`src/rtl/serial_nibble_matcher_pkg.sv`:
```
// ============================================================================
// Module      : nibble_pkg
// Description : Shared types and constants for the serial nibble matcher.
// Revision    : 1.0 - initial release
// ============================================================================
`default_nettype none

package nibble_pkg;

  localparam logic [3:0] PATTERN_DEFAULT = 4'b0101;

  typedef logic [3:0] nibble_t;

  typedef enum logic [1:0] {
    FILL    = 2'd0,
    ARMED   = 2'd1,
    HOLDOFF = 2'd2
  } match_state_t;

endpackage

`default_nettype wire

```
`src/rtl/nibble_shift_reg.sv`:
```
// ============================================================================
// Module      : nibble_shift_reg
// Description : 4-bit serial-in shift window with a saturating 0..4 fill count.
// Revision    : 1.0 - initial release
// ============================================================================
`default_nettype none

module nibble_shift_reg
  import nibble_pkg::*;
(
  input  logic    clk_i,
  input  logic    reset_i,
  input  logic    clear_i,
  input  logic    bit_in_i,
  input  logic    bit_valid_i,
  output nibble_t window_o,
  output logic    window_valid_o
);

  nibble_t    window_q;
  nibble_t    window_d;
  logic [2:0] fill_q;
  logic [2:0] fill_d;
  logic       window_valid_q;

  always_comb begin
    window_d = window_q;
    fill_d   = fill_q;
    if (bit_valid_i) begin
      window_d = {window_q[2:0], bit_in_i};
      if (fill_q != 3'd4) begin
        fill_d = fill_q + 3'd1;
      end
    end
  end

  always_ff @(posedge clk_i) begin
    if (reset_i || clear_i) begin
      window_q       <= '0;
      fill_q         <= '0;
      window_valid_q <= 1'b0;
    end else begin
      window_q       <= window_d;
      fill_q         <= fill_d;
      window_valid_q <= (fill_d == 3'd4);
    end
  end

  assign window_o       = window_q;
  assign window_valid_o = window_valid_q;

endmodule

`default_nettype wire

```
`src/rtl/serial_nibble_matcher.sv`:
```
// ============================================================================
// Module      : serial_nibble_matcher
// Description : Sliding 4-bit pattern detector with match pulse and saturating count.
// Revision    : 1.0 - initial release
// ============================================================================
`default_nettype none

module serial_nibble_matcher
  import nibble_pkg::*;
#(
  parameter nibble_t PATTERN = PATTERN_DEFAULT,
  parameter int      CNT_W   = 8,
  parameter int      OVERLAP = 1
) (
  input  logic             clk_i,
  input  logic             reset_i,
  input  logic             bit_in_i,
  input  logic             bit_valid_i,
  input  logic             clear_i,
  output nibble_t          window_o,
  output logic             window_valid_o,
  output logic             match_o,
  output logic [CNT_W-1:0] match_count_o
);

  localparam bit OVERLAP_EN = (OVERLAP != 0);

  nibble_t          window_w;
  nibble_t          next_window_w;
  logic             pattern_hit_w;
  match_state_t     state_q;
  match_state_t     state_d;
  logic [1:0]       bit_cnt_q;
  logic [1:0]       bit_cnt_d;
  logic             match_q;
  logic             match_d;
  logic [CNT_W-1:0] count_q;
  logic [CNT_W-1:0] count_d;

  nibble_shift_reg u_shift (
    .clk_i          (clk_i),
    .reset_i        (reset_i),
    .clear_i        (clear_i),
    .bit_in_i       (bit_in_i),
    .bit_valid_i    (bit_valid_i),
    .window_o       (window_w),
    .window_valid_o (window_valid_o)
  );

  assign next_window_w = {window_w[2:0], bit_in_i};
  assign pattern_hit_w = (next_window_w == PATTERN);

  // bit_cnt_q counts accepted bits while filling and while held off.
  always_comb begin
    state_d   = state_q;
    bit_cnt_d = bit_cnt_q;
    match_d   = 1'b0;
    if (bit_valid_i) begin
      case (state_q)
        FILL: begin
          bit_cnt_d = bit_cnt_q + 2'd1;
          if (bit_cnt_q == 2'd3) begin
            state_d   = ARMED;
            bit_cnt_d = 2'd0;
            match_d   = pattern_hit_w;
            if (pattern_hit_w && !OVERLAP_EN) begin
              state_d = HOLDOFF;
            end
          end
        end
        ARMED: begin
          if (pattern_hit_w) begin
            match_d = 1'b1;
            if (!OVERLAP_EN) begin
              state_d   = HOLDOFF;
              bit_cnt_d = 2'd0;
            end
          end
        end
        HOLDOFF: begin
          bit_cnt_d = bit_cnt_q + 2'd1;
          if (bit_cnt_q == 2'd3) begin
            state_d   = ARMED;
            bit_cnt_d = 2'd0;
            if (pattern_hit_w) begin
              match_d = 1'b1;
              state_d = HOLDOFF;
            end
          end
        end
        default: begin
          state_d   = FILL;
          bit_cnt_d = 2'd0;
        end
      endcase
    end else if (state_q != FILL && state_q != ARMED && state_q != HOLDOFF) begin
      state_d   = FILL;
      bit_cnt_d = 2'd0;
    end
  end

  always_comb begin
    count_d = count_q;
    if (match_d && (count_q != {CNT_W{1'b1}})) begin
      count_d = count_q + {{(CNT_W-1){1'b0}}, 1'b1};
    end
  end

  always_ff @(posedge clk_i) begin
    if (reset_i || clear_i) begin
      state_q   <= FILL;
      bit_cnt_q <= 2'd0;
      match_q   <= 1'b0;
      count_q   <= '0;
    end else begin
      state_q   <= state_d;
      bit_cnt_q <= bit_cnt_d;
      match_q   <= match_d;
      count_q   <= count_d;
    end
  end

  assign window_o      = window_w;
  assign match_o       = match_q;
  assign match_count_o = count_q;

endmodule

`default_nettype wire

```
`config.mk`:
```
export PLATFORM = sky130hd
export DESIGN_NAME = serial_nibble_matcher
export DESIGN_NICKNAME = d
export VERILOG_FILES = /design/src/rtl/serial_nibble_matcher_pkg.sv /design/src/rtl/nibble_shift_reg.sv /design/src/rtl/serial_nibble_matcher.sv
export SDC_FILE = /design/constraint.sdc
export NUM_CORES = 1
export LEC_CHECK = 0
export ABC_AREA = 1
export BUFFER_PORTS_ARGS = -buffer_cell sky130_fd_sc_hd__buf_2
export CAP_MARGIN = 5
export CORE_UTILIZATION = 40
export DETAILED_ROUTE_END_ITERATION = 16
export HOLD_SLACK_MARGIN = 0.06
export PLACE_DENSITY_LB_ADDON = 0.1
export REMOVE_ABC_BUFFERS = 1
export SYNTH_ARGS = -nofsm -noshare
export SYNTH_HDL_FRONTEND = slang
export SYNTH_SLANG_ARGS = --single-unit
```
`constraint.sdc`:
```
create_clock -name clk_i -period 3.2 [get_ports clk_i]
set_clock_uncertainty 0.15 [all_clocks]
set_input_delay 0.8 -clock clk_i [delete_from_list [all_inputs] [get_ports clk_i]]
set_output_delay 0.8 -clock clk_i [all_outputs]
set_load 0.005 [all_outputs]
```
==> flow_metrics.tcl <==
set metrics [dict create \
    maxCapViolations 0 \
    finish.utilization 0.477 \
    slew_headroom 0.740 \
    critical_path.max_fanout 5 \
    numCtsBuffers 3 \
    setup_repair_after_global_routing_missed_its_margin "false" \
    htree_levels 1 \
    setup_viol 0 \
    timing.critical_path.cells "buf_2" \
    grt-ovfl-total 0 \
    worst_path_max_delay_cell "sky130_fd_sc_hd__dfxtp_1" \
    synth.cell_area_um2 1080 \
    antenna_violating_nets_post_route 0 \
    critical_path.startpoint_type "flip-flop" \
    sw_frac_of_total 0.253 \
    status "finished clean" \
    power.share.clock 0.325 \
    grt_first_pass_wirelength_um 3330 \
    cts_buffer_depth 2 \
    setup_tns_ps 0 \
    p_seq_frac 0.621 \
    drcViolationCount 0 \
    hold_viol_final 0 \
    floorplan.initialDensity 0.428 \
    crit_arrival_ps 870 \
    cts_tree "built" \
    detail_route.vias_per_cell 4.71 \
    critPathTopFamily "flip-flops" \
    power_per_cell_area_nw_per_um2 356 \
    min_period_over_period 0.569 \
    antenna_cells 0 \
    synth_top_cell_by_area "sky130_fd_sc_hd__dfxtp_1" \
    synthesized_area_divided_by_synthesized_cell_count_um2 6.91 \
    post_route_cells_drive_above_1_share 0.184 \
    worstPathRequired_ps 2250 \
    total_leakage_power_nw 0.528 \
    grt_antenna_before_repair 0 \
    dr_total_vias 961 \
    grt_usage 0.157 \
    layout.cells.most_common_list "sky130_fd_sc_hd__nand2_1 (38), sky130_fd_sc_hd__inv_1 (24), sky130_fd_sc_hd__dfxtp_1 (21), sky130_fd_sc_hd__buf_2 (18), sky130_fd_sc_hd__nor2_1 (16)" \
    fp.coreArea_um2 2520 \
    min_path_type "reg -> reg" \
    hold_buffers 0 \
    vdd_drop_max_uv 209 \
    drt_pass1_iterations 4 \
    grt_start_max_net_pins 15 \
    first_global_vias 783 \
    number_of_instances_in_the_synthesized_netlist 156 \
    place_hpwl_um 1460 \
    ctsRootBufferMaster "sky130_fd_sc_hd__clkbuf_4" \
    design.portCount 19 \
    flow.area_growth_from_synthesis_pct 11.6 \
    fillCellCount 262 \
    clk_transition_reported_paths_ps 130 \
    worstMarginPinSlew_ps 389 \
    placement.io_buffers 18 \
    portion_of_the_post_synthesis_area_used_by_sequential_elements 0.390 \
    layout.cells.most_common "sky130_fd_sc_hd__nand2_1" \
    die_area_um2 2910 \
    post-cts-setup-buffer-count 0 \
    finalCriticalPeriod_ps 1820 \
    slew_viol_final 0 \
    critical_path_buf_inv_count 1 \
    internal_power_uw 320 \
    timing.reg2reg.setup_slack_ps 1620 \
    power_frac_comb 0.054 \
    timing.critical_path.slowest_cell_delay_ps 420 \
    yosys.area.top_type_share 0.390 \
    clock.fmax_mhz 549 \
    tritoncts_num_sinks 21 \
    routabilityCongestion 0.780 \
    critPathCaptureType "primary output" \
    fin_nets 184 \
    count_of_distinct_cell_types_in_the_synthesized_netlist 21 \
    die_h_um 53.9 \
    post_drt_wl_per_cell_um 9.83 \
    chipWidth_um 53.9 \
    drtIter0Drc 17 \
    postSynthRegisterBits 21 \
    clk-insertion-delay-late_ps 310 \
    hold-worst-slack_ps 317 \
    worstSetupPathType "reg -> out" \
    ys_top_cells_by_area "sky130_fd_sc_hd__dfxtp_1 (39%), sky130_fd_sc_hd__nand2_1 (13%), sky130_fd_sc_hd__inv_1 (8.4%)" \
    postCtsResizedCells 0 \
    synth_warnings 0 \
    power.net_switching_uw 108 \
    route.final.wire_length_um 2010 \
    rows 18 \
]
[sequential cells by signal, summed over array words and instances (netlist names)]
name and count:
bit_cnt_q 2, match_count_o 8, match_o 1, state_q 2
u_shift.fill_q 3, u_shift.window_o 4, u_shift.window_valid_o 1
[power by group through the flow]
stage	clock [mW]	combinational (mW)	sequential, mW
final	0.139	0.0232	0.266
after CTS	0.141	0.0236	0.266
after global routing	0.153	0.0270	0.267
after floorplan	0	0.0146	0.271
after detailed placement	0	0.0234	0.272
after global placement	0	0.0229	0.272
[cell type report]
class / instances / area (µm²) / share of cell area
multi-input cells: 105 / 528 / 0.439
flip-flops and latches: 21 / 420 / 0.349
inverters: 26 / 97.6 / 0.0811
repair buffers: 18 / 90.1 / 0.0748
well taps: 30 / 37.5 / 0.0312
clock buffers: 3 / 22.5 / 0.0187
clock inverters: 1 / 7.51 / 0.00624
[cell usage after synthesis]
master	instances
sky130_fd_sc_hd__nand2_1	38
sky130_fd_sc_hd__inv_1	24
sky130_fd_sc_hd__dfxtp_1	21
sky130_fd_sc_hd__nor2_1	16
sky130_fd_sc_hd__nand3_1	12
sky130_fd_sc_hd__a21oi_1	10
sky130_fd_sc_hd__nand4_1	7
sky130_fd_sc_hd__ha_1	4
sky130_fd_sc_hd__o21ai_0	4
sky130_fd_sc_hd__nand2_2	3
sky130_fd_sc_hd__buf_2	2
sky130_fd_sc_hd__buf_6	2
sky130_fd_sc_hd__inv_2	2
sky130_fd_sc_hd__nor2_2	2
sky130_fd_sc_hd__nor2_4	2
sky130_fd_sc_hd__nor3_1	2
sky130_fd_sc_hd__and3_1	1
sky130_fd_sc_hd__nand3_2	1
sky130_fd_sc_hd__o21a_1	1
sky130_fd_sc_hd__o21ai_1	1
sky130_fd_sc_hd__xor2_1	1
[cells by family after synthesis]
group	count (synthesis)	share of synthesized area
buffers and inverters	30	0.121
flip-flops	21	0.390
XOR/XNOR	1	0.00812
adder cells (fa/ha/maj)	4	0.0464
AND/OR/NAND/NOR	84	0.358
AO/OA/AOI/OAI	16	0.0766
[metrics by stage]
stage | setup slack (ps) | cells | instance area [µm²] | power (mW)
floorplan | 1520 | 152 | 1050 | 0.286
global placement | 1150 | 200 | 1170 | 0.295
detailed placement | 1130 | 200 | 1170 | 0.295
CTS | 1380 | 204 | 1200 | 0.431
global route | 1330 | 204 | 1200 | 0.447
finish | 1380 | 204 | 1200 | 0.428
[metal layers]
metal,wire length [µm],track usage
met5,0,0
met4,21,0.0658
met3,76,0.0254
met2,844,0.222
met1,1060,0.229
[path summary, 6_finish.rpt]
| check | startpoint | endpoint | cells past startpoint |
|---|---|---|---|
| setup / recovery | match_count_o[4] | match_count_o[4] | 1 |
| setup reg to reg | match_count_o[0] | match_count_o[0] | 7 |
| hold / removal | u_shift.window_o[3] | u_shift.window_o[3] | 2 |
| hold reg to reg | u_shift.window_o[3] | u_shift.window_o[3] | 2 |
Power figures use the tool's default switching activity.
